<file path="config.mk">
export PLATFORM = sky130hd
export DESIGN_NAME = dst_axis_framer
export DESIGN_NICKNAME = d
export VERILOG_FILES = /design/src/rtl/dst_axis_framer_pkg.sv /design/src/rtl/axis_buf2.sv /design/src/rtl/dst_axis_framer.sv
export SDC_FILE = /design/constraint.sdc
export NUM_CORES = 1
export LEC_CHECK = 0
export ABC_CLOCK_PERIOD_IN_PS = 3070
export BUFFER_PORTS_ARGS = -buffer_cell sky130_fd_sc_hd__buf_2
export CELL_PAD_IN_SITES_DETAIL_PLACEMENT = 1
export CELL_PAD_IN_SITES_GLOBAL_PLACEMENT = 1
export CORE_MARGIN = 4
export CORE_UTILIZATION = 30
export DETAILED_ROUTE_END_ITERATION = 16
export PLACE_DENSITY_LB_ADDON = 0.12
export SYNTH_ARGS = -nofsm -noshare
export SYNTH_HDL_FRONTEND = slang
export SYNTH_SLANG_ARGS = --single-unit
</file>
<file path="constraint.sdc">
create_clock -name AXIS_ACLK -period 3.07 [get_ports AXIS_ACLK]
set_clock_uncertainty 0.2 [all_clocks]
set_input_delay 0.614 -clock AXIS_ACLK [delete_from_list [all_inputs] [get_ports AXIS_ACLK]]
set_output_delay 0.614 -clock AXIS_ACLK [all_outputs]
set_load 0.005 [all_outputs]
</file>
<file path="src/rtl/dst_axis_framer_pkg.sv">
// Shared definitions for the result-stream framer: FSM state encoding and default widths.
package dst_axis_framer_pkg;

  localparam int unsigned DW_DEF   = 64;
  localparam int unsigned LENW_DEF = 16;

  typedef enum logic [1:0] {
    ST_IDLE  = 2'd0,
    ST_RUN   = 2'd1,
    ST_DRAIN = 2'd2
  } state_t;

endpackage

</file>
<file path="src/rtl/axis_buf2.sv">
// Two-entry register FIFO used as a skid buffer; head entry drives the pop side directly.
module axis_buf2 #(
  parameter int unsigned W = 65
) (
  input  logic         i_clk,
  input  logic         i_rst_n,
  input  logic         i_push_valid,
  input  logic [W-1:0] i_push_data,
  output logic         o_push_ready,
  output logic         o_pop_valid,
  output logic [W-1:0] o_pop_data,
  input  logic         i_pop_ready,
  output logic         o_full,
  output logic         o_empty
);

  logic [W-1:0] r_head;
  logic [W-1:0] r_tail;
  logic [1:0]   r_cnt;
  logic         w_push;
  logic         w_pop;

  assign o_full       = (r_cnt == 2'd2);
  assign o_empty      = (r_cnt == 2'd0);
  assign o_push_ready = !o_full;
  assign o_pop_valid  = !o_empty;
  assign o_pop_data   = r_head;
  assign w_push       = i_push_valid && o_push_ready;
  assign w_pop        = o_pop_valid && i_pop_ready;

  always_ff @(posedge i_clk) begin
    if (!i_rst_n) begin
      r_head <= '0;
      r_tail <= '0;
      r_cnt  <= '0;
    end else begin
      case ({w_push, w_pop})
        2'b10: begin
          if (o_empty) r_head <= i_push_data;
          else         r_tail <= i_push_data;
          r_cnt <= r_cnt + 2'd1;
        end
        2'b01: begin
          r_head <= r_tail;
          r_cnt  <= r_cnt - 2'd1;
        end
        // push and pop together is only possible with exactly one entry held
        2'b11:   r_head <= i_push_data;
        default: ;
      endcase
    end
  end

endmodule

</file>
<file path="src/rtl/dst_axis_framer.sv">
// Frames the accelerator result stream for the S2MM DMA: counts beats, tags TLAST,
// buffers through a 2-entry skid buffer with a registered TREADY, and pulses done.
module dst_axis_framer
  import dst_axis_framer_pkg::*;
#(
  parameter int unsigned DW   = DW_DEF,
  parameter int unsigned LENW = LENW_DEF
) (
  input  logic            AXIS_ACLK,
  input  logic            AXIS_ARESETN,
  input  logic            start,
  input  logic [LENW-1:0] len,
  output logic            busy,
  output logic            done,
  input  logic            S_AXIS_TVALID,
  input  logic [DW-1:0]   S_AXIS_TDATA,
  output logic            S_AXIS_TREADY,
  output logic            M_AXIS_TVALID,
  output logic [DW-1:0]   M_AXIS_TDATA,
  output logic [DW/8-1:0] M_AXIS_TSTRB,
  output logic            M_AXIS_TLAST,
  input  logic            M_AXIS_TREADY
);

  state_t          r_state;
  logic [LENW-1:0] r_len;
  logic [LENW-1:0] r_rcv_cnt;
  logic            r_busy;
  logic            r_done;
  logic            r_s_tready;

  logic            w_push_valid;
  logic            w_push_ready;
  logic            w_m_valid;
  logic [DW:0]     w_head;
  logic            w_full;
  logic            w_empty;
  logic            w_s_hs;
  logic            w_m_hs;
  logic            w_s_last;
  logic            w_last_pop;
  logic [LENW-1:0] w_len_m1;
  logic [1:0]      w_occ;
  logic [1:0]      w_occ_nxt;

  assign w_push_valid = S_AXIS_TVALID && r_s_tready;
  assign w_s_hs       = w_push_valid && w_push_ready;
  assign w_m_hs       = w_m_valid && M_AXIS_TREADY;
  assign w_len_m1     = r_len - LENW'(1);
  assign w_s_last     = (r_rcv_cnt == w_len_m1);
  assign w_last_pop   = w_m_hs && w_head[DW];

  // Occupancy after this edge; lets TREADY be registered yet never overfill the buffer
  assign w_occ     = {w_full, !w_full && !w_empty};
  assign w_occ_nxt = w_occ + {1'b0, w_s_hs} - {1'b0, w_m_hs};

  axis_buf2 #(
    .W (DW + 1)
  ) u_buf (
    .i_clk        (AXIS_ACLK),
    .i_rst_n      (AXIS_ARESETN),
    .i_push_valid (w_push_valid),
    .i_push_data  ({w_s_last, S_AXIS_TDATA}),
    .o_push_ready (w_push_ready),
    .o_pop_valid  (w_m_valid),
    .o_pop_data   (w_head),
    .i_pop_ready  (M_AXIS_TREADY),
    .o_full       (w_full),
    .o_empty      (w_empty)
  );

  always_ff @(posedge AXIS_ACLK) begin
    if (!AXIS_ARESETN) begin
      r_state    <= ST_IDLE;
      r_len      <= '0;
      r_rcv_cnt  <= '0;
      r_busy     <= 1'b0;
      r_done     <= 1'b0;
      r_s_tready <= 1'b0;
    end else begin
      r_done <= 1'b0;
      case (r_state)
        ST_IDLE: begin
          if (start) begin
            r_rcv_cnt <= '0;
            if (len != '0) begin
              r_len      <= len;
              r_state    <= ST_RUN;
              r_busy     <= 1'b1;
              r_s_tready <= 1'b1;
            end else begin
              r_done <= 1'b1;
            end
          end
        end
        ST_RUN: begin
          r_s_tready <= (w_occ_nxt != 2'd2);
          if (w_s_hs) begin
            r_rcv_cnt <= r_rcv_cnt + LENW'(1);
            if (w_s_last) begin
              r_state    <= ST_DRAIN;
              r_s_tready <= 1'b0;
            end
          end
        end
        ST_DRAIN: begin
          if (w_last_pop) begin
            r_state <= ST_IDLE;
            r_busy  <= 1'b0;
            r_done  <= 1'b1;
          end
        end
        default: begin
          r_state    <= ST_IDLE;
          r_busy     <= 1'b0;
          r_s_tready <= 1'b0;
        end
      endcase
    end
  end

  assign busy          = r_busy;
  assign done          = r_done;
  assign S_AXIS_TREADY = r_s_tready;
  assign M_AXIS_TVALID = w_m_valid;
  assign M_AXIS_TDATA  = w_head[DW-1:0];
  assign M_AXIS_TLAST  = w_m_valid && w_head[DW];
  assign M_AXIS_TSTRB  = {(DW/8){w_m_valid}};

endmodule

</file>
Yosys cells after proc, flatten, opt, wreduce, memory -nomap -nowiden
Index checks and enable logic that the tools add are counted.

Add/sub/neg operators: 6. Eq/ne operators: 14. Multiplexer cells: 23. Bitwise operators: 3. Reductions and logical operators: 21.

Operators by type and width (count): $pmux 65 s3 (1); $mux 65 (1); $mux 16 (2); $pmux 16 s2 (1); $add 16x1->16 const B (1); $eq 16x16->1 (1); $reduce_bool 16->1 (1); $sub 16x1->16 const B (1); $mux 2 (5); $ne 2x2->1 const B (5); $reduce_and 3->1 (3); $eq 2x2->1 const B (4); $mux 1 (8); $logic_and 1x1->1 (6); $pmux 1 s3 (2); $pmux 2 s3 (1); $reduce_and 5->1 (1); $eq 2x1->1 const B (2); $logic_not 2->1 (2); $ne 2x1->1 const B (2); $pmux 2 s2 (1); $reduce_and 2->1 (2); $reduce_and 4->1 (1); $reduce_bool 2->1 (2); other kinds (8) (11).

Flip-flop bits (word level): 169. Input port bits: 85. Output and inout port bits: 77. Word-level logic and storage cells: 76.

Longest topological paths before layout
Depth in word-level cells: 9. Mapped depth: 10. Depth with buffers taken out: 10.

Modules after synthesis
A second synthesis with hierarchy kept.

Cell total of the unflattened synthesis: 875. Area, all modules: 7993.9 µm².

By module, submodules not included: axis_buf2 (instances 1, cells an instance 600, area an instance 5669.2 µm², sequential area each 2642.5 µm²); dst_axis_framer (instances 1, cells an instance 275, area an instance 2324.7 µm², sequential area each 740.7 µm²).

Least setup slack after synthesis
Ideal clock, no wire load.

Path kind: input -> register. Start point: in M_AXIS_TREADY. End point: reg u_buf.r_head[26] (netlist: u_buf.o_pop_data[26]). Library setup time: 0.116 ns. Data arrival time: 2.404 ns. Required time: 2.754 ns. Slack: 0.350 ns. Stages on the path: 9. Buffers on the path: 3. Cells stage by stage: o21ai_0 inv_1 ha_1 clkbuf_1 buf_1 buf_1 mux2i_1 nand2_1 o211a_1.

Word-level cells in the longest chain between the ends: 4. Elaborated cells on any way between the ends: 8.

Ends and longest elaborated chain: start, declared (RTL line dst_axis_framer.sv:22) `input logic M_AXIS_TREADY`; $logic_and 1x1->1 * (RTL line axis_buf2.sv:29) `assign w_pop = o_pop_valid && i_pop_ready;`; $eq 2x2->1 or $eq 2x1->1 (tied branches) (RTL line axis_buf2.sv:37) `case ({w_push, w_pop})`; $ne 2x1->1 (no source line) or $reduce_bool 3->1 (tied branches); $reduce_and 2->1 (no source line); end signal, assigned (RTL line axis_buf2.sv:39) `if (o_empty) r_head <= i_push_data;`; end signal, assigned (RTL line axis_buf2.sv:44) `r_head <= r_tail;`; end signal, assigned (RTL line axis_buf2.sv:48) `2'b11: r_head <= i_push_data;`; end, declared (RTL line axis_buf2.sv:17) `logic [W-1:0] r_head;`.

Mark *: on every way between the ends. The rest lies on a longest branch, timed or not. A chain may end at the register's enable or synchronous reset.

Worst setup path in the final report
Start point: reg r_len[0]. End point: reg r_state[0].

Word-level cells in the longest chain between the ends: 4.

Ends and longest elaborated chain: start, declared (RTL line dst_axis_framer.sv:26) `logic [LENW-1:0] r_len;`; start signal, assigned (RTL line dst_axis_framer.sv:87) `r_len <= len;`; $sub 16x1->16 (RTL line dst_axis_framer.sv:49) `assign w_len_m1 = r_len - LENW'(1);`; $eq 16x16->1 (RTL line dst_axis_framer.sv:50) `assign w_s_last = (r_rcv_cnt == w_len_m1);`; $ne 2x2->1 (no source line); $reduce_and 5->1 (no source line); end signal, assigned (RTL line dst_axis_framer.sv:74) `r_state <= ST_IDLE;`; end signal, assigned (RTL line dst_axis_framer.sv:88) `r_state <= ST_RUN;`; end signal, assigned (RTL line dst_axis_framer.sv:101) `r_state <= ST_DRAIN;`; end, declared (RTL line dst_axis_framer.sv:25) `state_t r_state;`.

Every way passes these cells.

==> summary.txt <==
Outcome
  • Status: complete, no violations

Placement
  • Hpwl dp: roughly 15 mm
  • DP Area: between 8000 and 9000 µm²
  • I/O Buffers: 161
  • RePlAce Congestion: 0.763

Power and ir drop
  • Flop pwr share: around two fifths
  • Switching Fraction: 34.3%
  • LEAKAGE: ~4.3 nW
  • Psw: around 2.4 mW
  • Clk pwr share: 30.9%
  • Pwr dens: 743 nW/µm²
  • Comb power frac: 29.3%
  • Peak VDD IR: 0.000287 V
  • P_int: 4.64 mW

Die
  • Die area: 30,100 µm²
  • Core ar.: 27,000 µm²
  • Site row count: 60
  • # IOs: 162
  • Initial Util: 30.5%
  • Die width: approximately 170 µm
  • Die H: 174 µm

Logic synthesis
  • Largest area contributor in the netlist: dfxtp_1
  • Ys flop type: dfxtp_1
  • Post-Synthesis Cells: 923
  • Post-synth top cells: nand2_1, dfxtp_1, mux2i_1
  • Cell Area, Synth: between 8000 and 9000 µm²
  • Sequential-to-total area share from yosys stat: around 41%
  • Distinct cells, synth: between 40 and 50
  • Post-synth EDFFs: 0
  • Top cell type's share of synthesized area: 41.1%
  • Yosys reg bits: ~170
  • Mapped Avg Cell Area: 8.91 µm²
  • Fraction of registers with async set or reset after synthesis: 0%
  • Synth Net Count: 1,014
  • Most used standard cell by instance count after synthesis: nand2_1
  • Top area cells in the synthesized netlist: dfxtp_1, mux2i_1, nand2_1
  • Ys Warns: 0

Drt
  • Detail Route Antenna Nets: 0
  • DRT iter0 DRCs: just under 300
  • WL/cell: 16.0 µm
  • DRT Pass-1 Iters: 4
  • Post-Route WL: between 20 and 25 mm
  • DRC Markers: 0
  • Vias per cell: 4.73
  • Routed vias: 6,337

STA
  • TNS Setup: 0 ps
  • Slew @ Worst Pin: 747 ps
  • Crit path time final: about 2700 ps
  • Post-Route Hold Slack: 234 ps
  • Unrepaired setup endpoints after global routing: false
  • Final hold vios: 0
  • Achievable frequency: 374 MHz
  • Slew headroom: between 40% and 50%
  • Max-slew violations: 0
  • Part of the cycle the worst path needs: 87.0%
  • Setup violations, final: 0

Worst setup path
  • Peak fanout along the critical path: 6
  • CP Class: reg -> reg
  • CP endpoint kind: flop
  • Req. time, crit path: 3160 ps
  • Worst r2r src: r_len[0]
  • Crit path from: r_len[0]
  • Worst endpoint data arrival time: about 2800 ps
  • CP startpoint kind: flop

Global routing
  • Initial antenna violation count: 5
  • GRT Resource Usage Total: 14.4%
  • First-pass GRT wire length: 35.5 mm
  • Gr ovfl total: 0
  • Largest net degree at the start of global routing: 74
  • Vias in the first global route: 6,459

Cells and area
  • Filler cell count: 3,164
  • Area Growth Syn to Fin: 15.6%
  • Design Area, Final: 9500 µm²
  • Layout cells sized above 1: 22.1%
  • Nets: 1,078
  • ANT cells: 0

Clock network
  • Skew-Pair Late Insertion Delay: 430 ps
  • CTS clock-pin slew for the worst setup and hold paths: 80 ps
  • # hold bufs at CTS: 0
  • CTS Root Cell: clkbuf_16
  • Clock sinks: 169
  • H-tree Lvls: 4
  • TritonCTS buffer count: 17
  • CTS tree: yes
  • Post-cts resize count: 0
  • Setup repair bufs after CTS: 0
  • Max clock buf depth: 2

Min path
  • Hold path start: S_AXIS_TDATA[53]
  • Hold Path Class: in -> reg

Run
  • Max-cap viol count: 0
worst max-delay path: stages (launching register included):
cell     delay [ps]
dfxtp_1         340
inv_1            60
ha_1            190
nor3b_2         380
nand4_2         150
xnor2_1         200
or4b_1          470
nor4_1          420
o21ai_0         130
registers in the layout, summed over array words and instances (netlist names):
register	cells
u_buf.r_tail	65
S_AXIS_TREADY	1
r_state	2
u_buf.o_pop_data	65
busy	1
r_rcv_cnt	16
u_buf.r_cnt	2
done	1
r_len	16
power by group through the flow:
stage / Combinational, mW / Clock (mW) / Sequential [mW]
3_3_place_gp: 2.11 / 0 / 2.86
4_1_cts: 2.14 / 2.28 / 2.82
3_5_place_dp: 2.13 / 0 / 2.87
2_1_floorplan: 1.77 / 0 / 2.79
5_1_grt: 2.33 / 2.39 / 2.86
6_report: 2.07 / 2.18 / 2.81
area by class of cell:
| type | instances | area [µm²] | area share [%] |
|---|---|---|---|
| clock buffers | 17 | 425 | 4.48 |
| multi-input cells | 611 | 4060 | 42.8 |
| repair buffers | 179 | 993 | 10.5 |
| inverters | 9 | 33.8 | 0.355 |
| well taps | 341 | 427 | 4.49 |
| flip-flops and latches | 169 | 3380 | 35.6 |
| clock inverters | 15 | 178 | 1.87 |
metal layers:
layer	global-route usage (%)	wire, µm	share of wire (%)	vias to the layer above
met3	3.82	828	3.9	20
met4	3.39	170	0.79	10
met1	19.1	10400	48	3009
li1	-	-	-	3197
met5	0	62	0.29	-
met2	23.7	10000	47	101
final timing paths:
kind / cells after the start / to / slack (ps)
worst max-delay path: 8 / r_state[0] / 400
worst min-delay path: 3 / u_buf.r_tail[53] / 230
worst max register to register: 8 / r_state[0] / 400
worst min register to register: 2 / u_buf.r_tail[12] / 270
cell families after synthesis:
logic type / count (synthesis) / share of synthesized area [%]
AO/OA/AOI/OAI: 163 / 16.3
XOR/XNOR: 38 / 4.05
adder cells (fa/ha/maj): 6 / 0.913
buffers and inverters: 143 / 9.92
flip-flops: 169 / 41.1
multiplexers: 80 / 9.74
AND/OR/NAND/NOR: 324 / 17.9
through the flow:
step	cells	utilization (%)	worst slack, ps	total power, mW
CTS	1341	35.3	367	7.23
floorplan	923	-	350	4.56
global placement	1309	33.0	420	4.97
finish	1341	35.3	398	7.06
global route	1341	35.3	98.5	7.58
detailed placement	1309	33.0	385	5.00
placed cells by master (no fill, tap or decap), types with 11 or more instances in the layout:
cell,Yosys,routed
nor2_1,28,28
a21boi_0,67,67
nand2_1,210,209
xnor2_1,24,24
o211a_1,64,64
buf_2,1,160
o21ai_0,11,11
nor4_1,11,11
clkbuf_16,0,17
mux2i_1,80,80
dfxtp_1,169,169
nand3_1,12,12
buf_4,72,15
nor2b_1,24,23
xor2_1,14,14
Note: power is estimated with default switching activity, not from simulation.
